===== src/rtl/parity_pkg.sv =====
// parity_pkg: shared types and helpers for the parity-protected serial link
// Contents: rx_state_t receiver states, bit-index helpers, parity_calc shared with the generator.
package parity_pkg;
  typedef enum logic [2:0] {IDLE, START, DATA, PARITY, STOP, BREAK} rx_state_t;
  function automatic int parity_idx(input int data_w);
    return data_w + 1;
  endfunction
  function automatic int stop_idx(input int data_w);
    return data_w + 2;
  endfunction
  function automatic logic parity_calc(input logic [31:0] data, input logic odd);
    return (^data) ^ odd;
  endfunction
endpackage


===== src/rtl/parity_rx_sync.sv =====
// rx_sync: two-flop synchronizer resetting to 1 (idle line level)
// Ports: clk, rst (sync, active high), d (async input), q (synchronized output).
module rx_sync (
  input  logic clk,
  input  logic rst,
  input  logic d,
  output logic q
);
  logic meta_q, sync_q;
  always_ff @(posedge clk) begin
    meta_q <= rst ? 1'b1 : d;
    sync_q <= rst ? 1'b1 : meta_q;
  end
  assign q = sync_q;
endmodule


===== src/rtl/parity_rx.sv =====
// parity_rx: serial receiver for start/data/parity/stop frames with parity and framing checks
// Ports: clk, rst (sync, active high), rxd (serial in, idle high), data (last word),
//        valid (1-cycle strobe), parity_err, frame_err, busy (frame in progress).
// Optional: define PARITY_RX_SYNC_EN to pass rxd through a two-flop synchronizer first.
module parity_rx
  import parity_pkg::*;
#(
  parameter int DATA_W       = 4,
  parameter int CLKS_PER_BIT = 4,
  parameter bit ODD          = 1'b0
) (
  input  logic              clk,
  input  logic              rst,
  input  logic              rxd,
  output logic [DATA_W-1:0] data,
  output logic              valid,
  output logic              parity_err,
  output logic              frame_err,
  output logic              busy
);
  localparam int CW = $clog2(CLKS_PER_BIT);
  localparam int BW = $clog2(DATA_W + 3);
  localparam int PARITY_IDX = parity_idx(DATA_W);
  logic rx;
`ifdef PARITY_RX_SYNC_EN
  rx_sync u_sync (.clk(clk), .rst(rst), .d(rxd), .q(rx));
`else
  assign rx = rxd;
`endif
  rx_state_t state_q, state_d;
  logic [CW-1:0] cnt_q, cnt_d;
  logic [BW-1:0] bit_q, bit_d;
  logic [DATA_W-1:0] shift_q, shift_d, data_q, data_d;
  logic par_q, par_d, perr_q, perr_d, ferr_q, ferr_d, valid_q, valid_d;
  logic sample;
  // The start bit is checked half a bit in; every later sample is a full bit apart.
  assign sample = (state_q == START) ? (cnt_q == CW'(CLKS_PER_BIT/2 - 1))
                                     : (cnt_q == CW'(CLKS_PER_BIT - 1));
  always_comb begin
    state_d = state_q;
    bit_d   = bit_q;
    shift_d = shift_q;
    par_d   = par_q;
    data_d  = data_q;
    perr_d  = perr_q;
    ferr_d  = ferr_q;
    valid_d = 1'b0;
    cnt_d   = (state_q == IDLE || state_q == BREAK || sample) ? '0 : cnt_q + 1'b1;
    case (state_q)
      IDLE: if (!rx) begin
        state_d = START;
        bit_d   = '0;
      end
      START: if (sample) begin
        state_d = rx ? IDLE : DATA;
        bit_d   = rx ? '0 : BW'(1);
      end
      DATA: if (sample) begin
        shift_d = (shift_q >> 1) | (DATA_W'(rx) << (DATA_W - 1));
        bit_d   = bit_q + 1'b1;
        state_d = (bit_q == BW'(PARITY_IDX - 1)) ? PARITY : DATA;
      end
      PARITY: if (sample) begin
        par_d   = rx;
        bit_d   = bit_q + 1'b1;
        state_d = STOP;
      end
      STOP: if (sample) begin
        data_d  = shift_q;
        perr_d  = parity_calc(32'(shift_q), ODD) != par_q;
        ferr_d  = ~rx;
        valid_d = 1'b1;
        bit_d   = '0;
        state_d = rx ? IDLE : BREAK;
      end
      BREAK: state_d = rx ? IDLE : BREAK;
      default: state_d = IDLE;
    endcase
  end
  always_ff @(posedge clk) begin
    if (rst) begin
      state_q <= IDLE;
      cnt_q   <= '0;
      bit_q   <= '0;
      shift_q <= '0;
      par_q   <= 1'b0;
      data_q  <= '0;
      perr_q  <= 1'b0;
      ferr_q  <= 1'b0;
      valid_q <= 1'b0;
    end else begin
      state_q <= state_d;
      cnt_q   <= cnt_d;
      bit_q   <= bit_d;
      shift_q <= shift_d;
      par_q   <= par_d;
      data_q  <= data_d;
      perr_q  <= perr_d;
      ferr_q  <= ferr_d;
      valid_q <= valid_d;
    end
  end
  assign data       = data_q;
  assign valid      = valid_q;
  assign parity_err = perr_q;
  assign frame_err  = ferr_q;
  assign busy       = state_q != IDLE;
endmodule


===== config.mk =====
export PLATFORM = sky130hd
export DESIGN_NAME = parity_rx
export DESIGN_NICKNAME = d
export VERILOG_FILES = /design/src/rtl/parity_pkg.sv /design/src/rtl/parity_rx_sync.sv /design/src/rtl/parity_rx.sv
export SDC_FILE = /design/constraint.sdc
export NUM_CORES = 1
export LEC_CHECK = 0
export CAP_MARGIN = 10
export CELL_PAD_IN_SITES_DETAIL_PLACEMENT = 2
export CELL_PAD_IN_SITES_GLOBAL_PLACEMENT = 2
export CORE_MARGIN = 1.5
export CORE_UTILIZATION = 36
export CTS_CLUSTER_DIAMETER = 40
export CTS_CLUSTER_SIZE = 10
export DETAILED_ROUTE_END_ITERATION = 10
export PLACE_DENSITY = 0.9
export RECOVER_POWER = 25
export SYNTH_ARGS = -nofsm -noshare
export SYNTH_HDL_FRONTEND = slang
export SYNTH_SLANG_ARGS = --single-unit

===== constraint.sdc =====
create_clock -name clk -period 2.95 [get_ports clk]
set_input_delay 0.59 -clock clk [delete_from_list [all_inputs] [get_ports clk]]
set_output_delay 0.59 -clock clk [all_outputs]
set_load 0.02 [all_outputs]

# Word level (Yosys, flattened, before mapping)
# Index checks and enable logic that the tools add are counted.
# Widths: inputs -> output; s select.
# word_totals
output_inout_bits	8
ram_bits	0
inputBits	3
latch_bits	0
regBits	20
mem_bits_ro	0
memories	0
# op_classes
div_mod_pow	0
addsub	2
reduce_logical	14
n_shift	0
bitwise	3
mux	17
multipliers	0
n_lt_le_gt_ge	0
n_eq_ne	15
# op_table
op	count
$reduce_xor 32->1	1
$mux 3	10
$pmux 3 s6	1
$pmux 3 s4	1
$ne 2x2->1 const B	5
$reduce_and 5->1	2
$eq 3x3->1 const B	3
$eq 3x2->1 const B	2
$reduce_and 2->1	3
$reduce_or 2->1	3
$mux 1	4
$or 3x4->4	1
$reduce_bool 4->1	1
$add 3x1->3 const B	1
$eq 3x1->1 const B	1
$logic_not 3->1	1
$reduce_bool 3->1	1
$add 2x1->2 const B	1
$eq 2x1->1 const B	1
$eq 2x2->1 const B	1
$logic_or 1x1->1	2
$mux 2	1
$ne 2x1->1 const B	1
$not 1->1	2
$ne 1x1->1	1

# Longest topological paths before layout
# Gate-level depths: netlist (run 1).
# depth
word_depth	4
mapped_depth	6

# Worst setup path before layout (run 1)
# OpenSTA, ideal clock, no wires.
# synth_timing
path_kind	input-to-reg
from	input port rxd
to	register bit_q[1]
setup_time_ns	0.071
slack_ns	1.455
path_buffers	1
t_required_ns	2.879
stages	5
arrival_ns	1.425
path_cell_list	clkbuf_1 -> nor3_1 -> a311oi_2 -> o21ai_1 -> a21oi_1
# synth_via
elab_chain_len	2
# synth_rtl
element	line_no	source
from (decl)	parity_rx.sv:14	input logic rxd,
$ne 2x2->1 (no source line)	n/a	
$reduce_and 5->1 (no source line)	n/a	
to (signal assigned)	parity_rx.sv:94	bit_q <= bit_d;
to (decl)	parity_rx.sv:32	logic [BW-1:0] bit_q, bit_d;
# Every way passes these cells.
# A chain may end at the register's enable or synchronous reset.

# Worst setup path in the final report (run 1)
# layout_timing
from	register state_q[0]
to	output port busy
# layout_via
elab_chain_len	1
# layout_rtl
element	line_no	source
from (decl)	parity_rx.sv:30	rx_state_t state_q, state_d;
from (signal assigned)	parity_rx.sv:92	state_q <= state_d;
$reduce_bool 3->1	parity_rx.sv:107	assign busy = state_q != IDLE;
to (decl)	parity_rx.sv:19	output logic busy
# Every way passes these cells.

==> summary.txt, run 1 <==
unrepaired setup endpoints after global routing -> no
CP startpoint kind -> register
routed vias -> 876
Die X -> 56.8 µm
Critical Path Slowest Stage Cell -> dfxtp_1
initial antenna violation count -> 0
worst hold stages -> 2
beginning of the worst hold path -> frame_err$_SDFFE_PP0P_
critical path type -> reg -> out
starting DRC count in detailed routing -> 12
sw frac -> 23.1%
antenna viol nets, final -> 0
worst flop-to-flop path startpoint -> cnt_q[0]$_SDFF_PP0_
# rows -> 19
register share of total power -> 51.0%
status -> completed
Min-Delay Endpoint -> frame_err$_SDFFE_PP0P_
cts bufs inserted -> 3
first-pass GRT wire length -> 5.07 mm
Avg Inst Size Synth -> 8.82 µm²
Clock Latency Late Sink -> 0.31 ns
part of the cycle the worst path needs -> 86.4%
Slew HR -> 47.0%
Max Cap Viol -> 0
grt ovf -> 0
switching power total -> 0.000130 W
skew final -> 0.00221 ns
TritonCTS Sinks -> 20
vias per cell -> 5.65
Die H -> 56.8 µm
Post-Syn Area -> 1040 µm²
NumNets Final -> 130
clk buf depth -> 2
Synth warnings -> 0
# setup viols final -> 0
Synth area leaders -> dfxtp_1 (38%), mux2i_1 (8.7%), nor2_1 (5.4%)
leading area contributor after synthesis -> dfxtp_1
TritonCTS clock tree -> done
Setup TNS -> 0 ns
Max Clk Rate -> 392 MHz
crit path DAT -> 1.96 ns
clock-pin slew on the worst setup and hold paths -> 0.12 ns
Final HPWL DP -> 1.96 mm
post-cts gate resize count -> 0
Post-CTS Setup Bufs -> 0
# DRC -> 0
CP required -> 2.36 ns
Levels on crit path -> 3
PD cells -> 473 nW/µm²
initial core utilization -> 37.7%
vias in the first global route -> 974
die area -> 3220 µm²
DRT Wirelength -> 2.98 mm
cts hold-fix bufs -> 0
global-route usage over all layers -> 20.7%
Net Count, Synth -> 123
Synth cell types -> 36
Reg2Reg Setup Slack -> 1.12 ns
Internal Pwr Total -> 0.000432 W
crit path cell chain -> nor2_1, nand2_1, clkdlybuf4s50_1
Top delay family on crit path -> flip-flops
worst slew pin tran -> 0.790 ns
reg2reg end -> shift_q[3]$_SDFFE_PP0P_
routability cong. -> 0.803
ys flop type -> dfxtp_1
CP endpoint kind -> output pin
FF-to-FF path depth -> 4
sequential area share after synthesis -> 38.5%
WL per Instance -> 19.2 µm
Worst VDD drop -> 406 µV
placed cell area -> 1140 µm²
# IOs -> 11
critical path's largest stage delay -> 0.77 ns
ant diodes -> 0
worst hold path class -> reg -> reg
share of layout cells above drive strength 1 -> 7.26%
flop and latch count out of synthesis -> 20
fin area -> 1190 µm²
Crit path buffers/inverters -> 1
Synth Instances -> 118
Area Growth Syn to Fin -> 13.9%
Post-Route Utilization -> 43.0%
final hold vios -> 0
Slew Viols, Final -> 0
drt pass-1 iters -> 4
H-tree levels -> 1
post-synth top area share -> 38.5%
clock root cell -> clkbuf_4
I/O Buffers -> 10
Post-synth EDFFs -> 0
pin count of the biggest net entering global routing -> 19
Clock power frac -> 40.7%
logic gate share of total power -> 8.2%
total core area -> 2760 µm²
min Tclk post-route -> 2.55 ns
CP Max Fanout -> 18
Leakage -> 0.412 nW
FFs w/ async S/R, synth -> 0%
## through the flow
| step | setup slack (ns) | instances | hold slack (ns) | total power, W |
|---|---|---|---|---|
| after floorplan | 1.45 | 118 | 0.448 | 0.000325 |
| after global placement | 0.847 | 151 | 0.463 | 0.000336 |
| after detailed placement | 0.770 | 151 | 0.507 | 0.000338 |
| after CTS | 0.388 | 155 | 0.531 | 0.000567 |
| after global routing | 0.292 | 155 | 0.545 | 0.000582 |
| final | 0.401 | 155 | 0.520 | 0.000561 |
## logic make-up (layout without fill, tap and decap cells)
group / count (synthesis) / after routing / share of synthesized area (%)
AND/OR/NAND/NOR: 45 / 45 / 24.3
buffers and inverters: 15 / 21 / 7.21
multiplexers: 10 / 10 / 10.1
adder cells (fa/ha/maj): 2 / 2 / 2.40
AO/OA/AOI/OAI: 22 / 22 / 12.9
XOR/XNOR: 4 / 4 / 4.69
flip-flops: 20 / 20 / 38.5
## placed cells by master (no fill, tap or decap), drive strengths merged, types with 3 or more instances in the layout
cell            n
nand2           4
nor3            7
clkdlybuf4s50   9
o21ai           6
inv             5
nor2           15
dfxtp          20
clkbuf          3
nand3           5
a21oi           9
mux2i           9
## registers in the layout (all words and copies together), names as in the netlist
register,count
data,4
parity_err,1
bit_q,3
par_q,1
cnt_q,2
frame_err,1
shift_q,4
valid,1
state_q,3
## cell type report
type                            instances  area [µm²]
Clock buffer                            3        22.5
Clock inverter                          1        30.0
Fill cell                             314        1570
Inverter                                5        18.8
Multi-Input combinational cell         83         561
Sequential cell                        20         400
Tap cell                               31        38.8
Timing Repair Buffer                   12         115
## synthesized netlist by cell type, drive strengths merged (2+ instances only)
cell type,instances
dfxtp,20
nor2,15
a21oi,9
mux2i,9
nor3,7
buf,6
o21ai,6
inv,5
nand3,5
clkbuf,4
nand2,4
a211oi,2
and4b,2
ha,2
nand4b,2
nor2b,2
nor4,2
or4,2
xnor2,2
## how the worst max path moves through the flow
stage	startpoint	to	slack, ns
finish	state_q[0]$_SDFFE_PP0P_	busy	0.40
detailed placement	state_q[0]$_SDFFE_PP0P_	busy	0.77
CTS	state_q[0]$_SDFFE_PP0P_	busy	0.39
global route	state_q[0]$_SDFFE_PP0P_	busy	0.29
floorplan	rxd	bit_q[1]$_SDFFE_PP0P_	1.45
global placement	state_q[0]$_SDFFE_PP0P_	busy	0.85
## worst reg2reg max path, stage by stage (launching register included)
cell and delay (ns):
dfxtp_1 0.61, nand3_1 0.16, nor3_1 0.63, mux2i_1 0.28, nor2_1 0.06
## routing by layer
layer / track usage, % / vias up / part of all wire (%)
li1: - / 428 / -
met1: 25.5 / 436 / 45
met2: 37.2 / 8 / 52
met3: 3.00 / 4 / 1.6
met4: 5.65 / 0 / 1.0
met5: 0 / - / 0
## power by group through the flow
stage | logic [W] | registers, W | clock network (W)
6_report | 0.0000463 | 0.000286 | 0.000229
3_3_place_gp | 0.0000446 | 0.000291 | 0
3_5_place_dp | 0.0000462 | 0.000292 | 0
2_1_floorplan | 0.0000443 | 0.000281 | 0
4_1_cts | 0.0000472 | 0.000286 | 0.000234
5_1_grt | 0.0000522 | 0.000288 | 0.000242
(Power assumes the default switching activity.)
==> inputs of run 2 (changes only) <==
--- a/config.mk
+++ b/config.mk
@@ -18,3 +18,4 @@
 export SYNTH_ARGS = -nofsm -noshare
 export SYNTH_HDL_FRONTEND = slang
 export SYNTH_SLANG_ARGS = --single-unit
+export TNS_END_PERCENT = 30
==> results of run 2 <==
No change in the layout: final DEF, timing and power equal those of run 1.
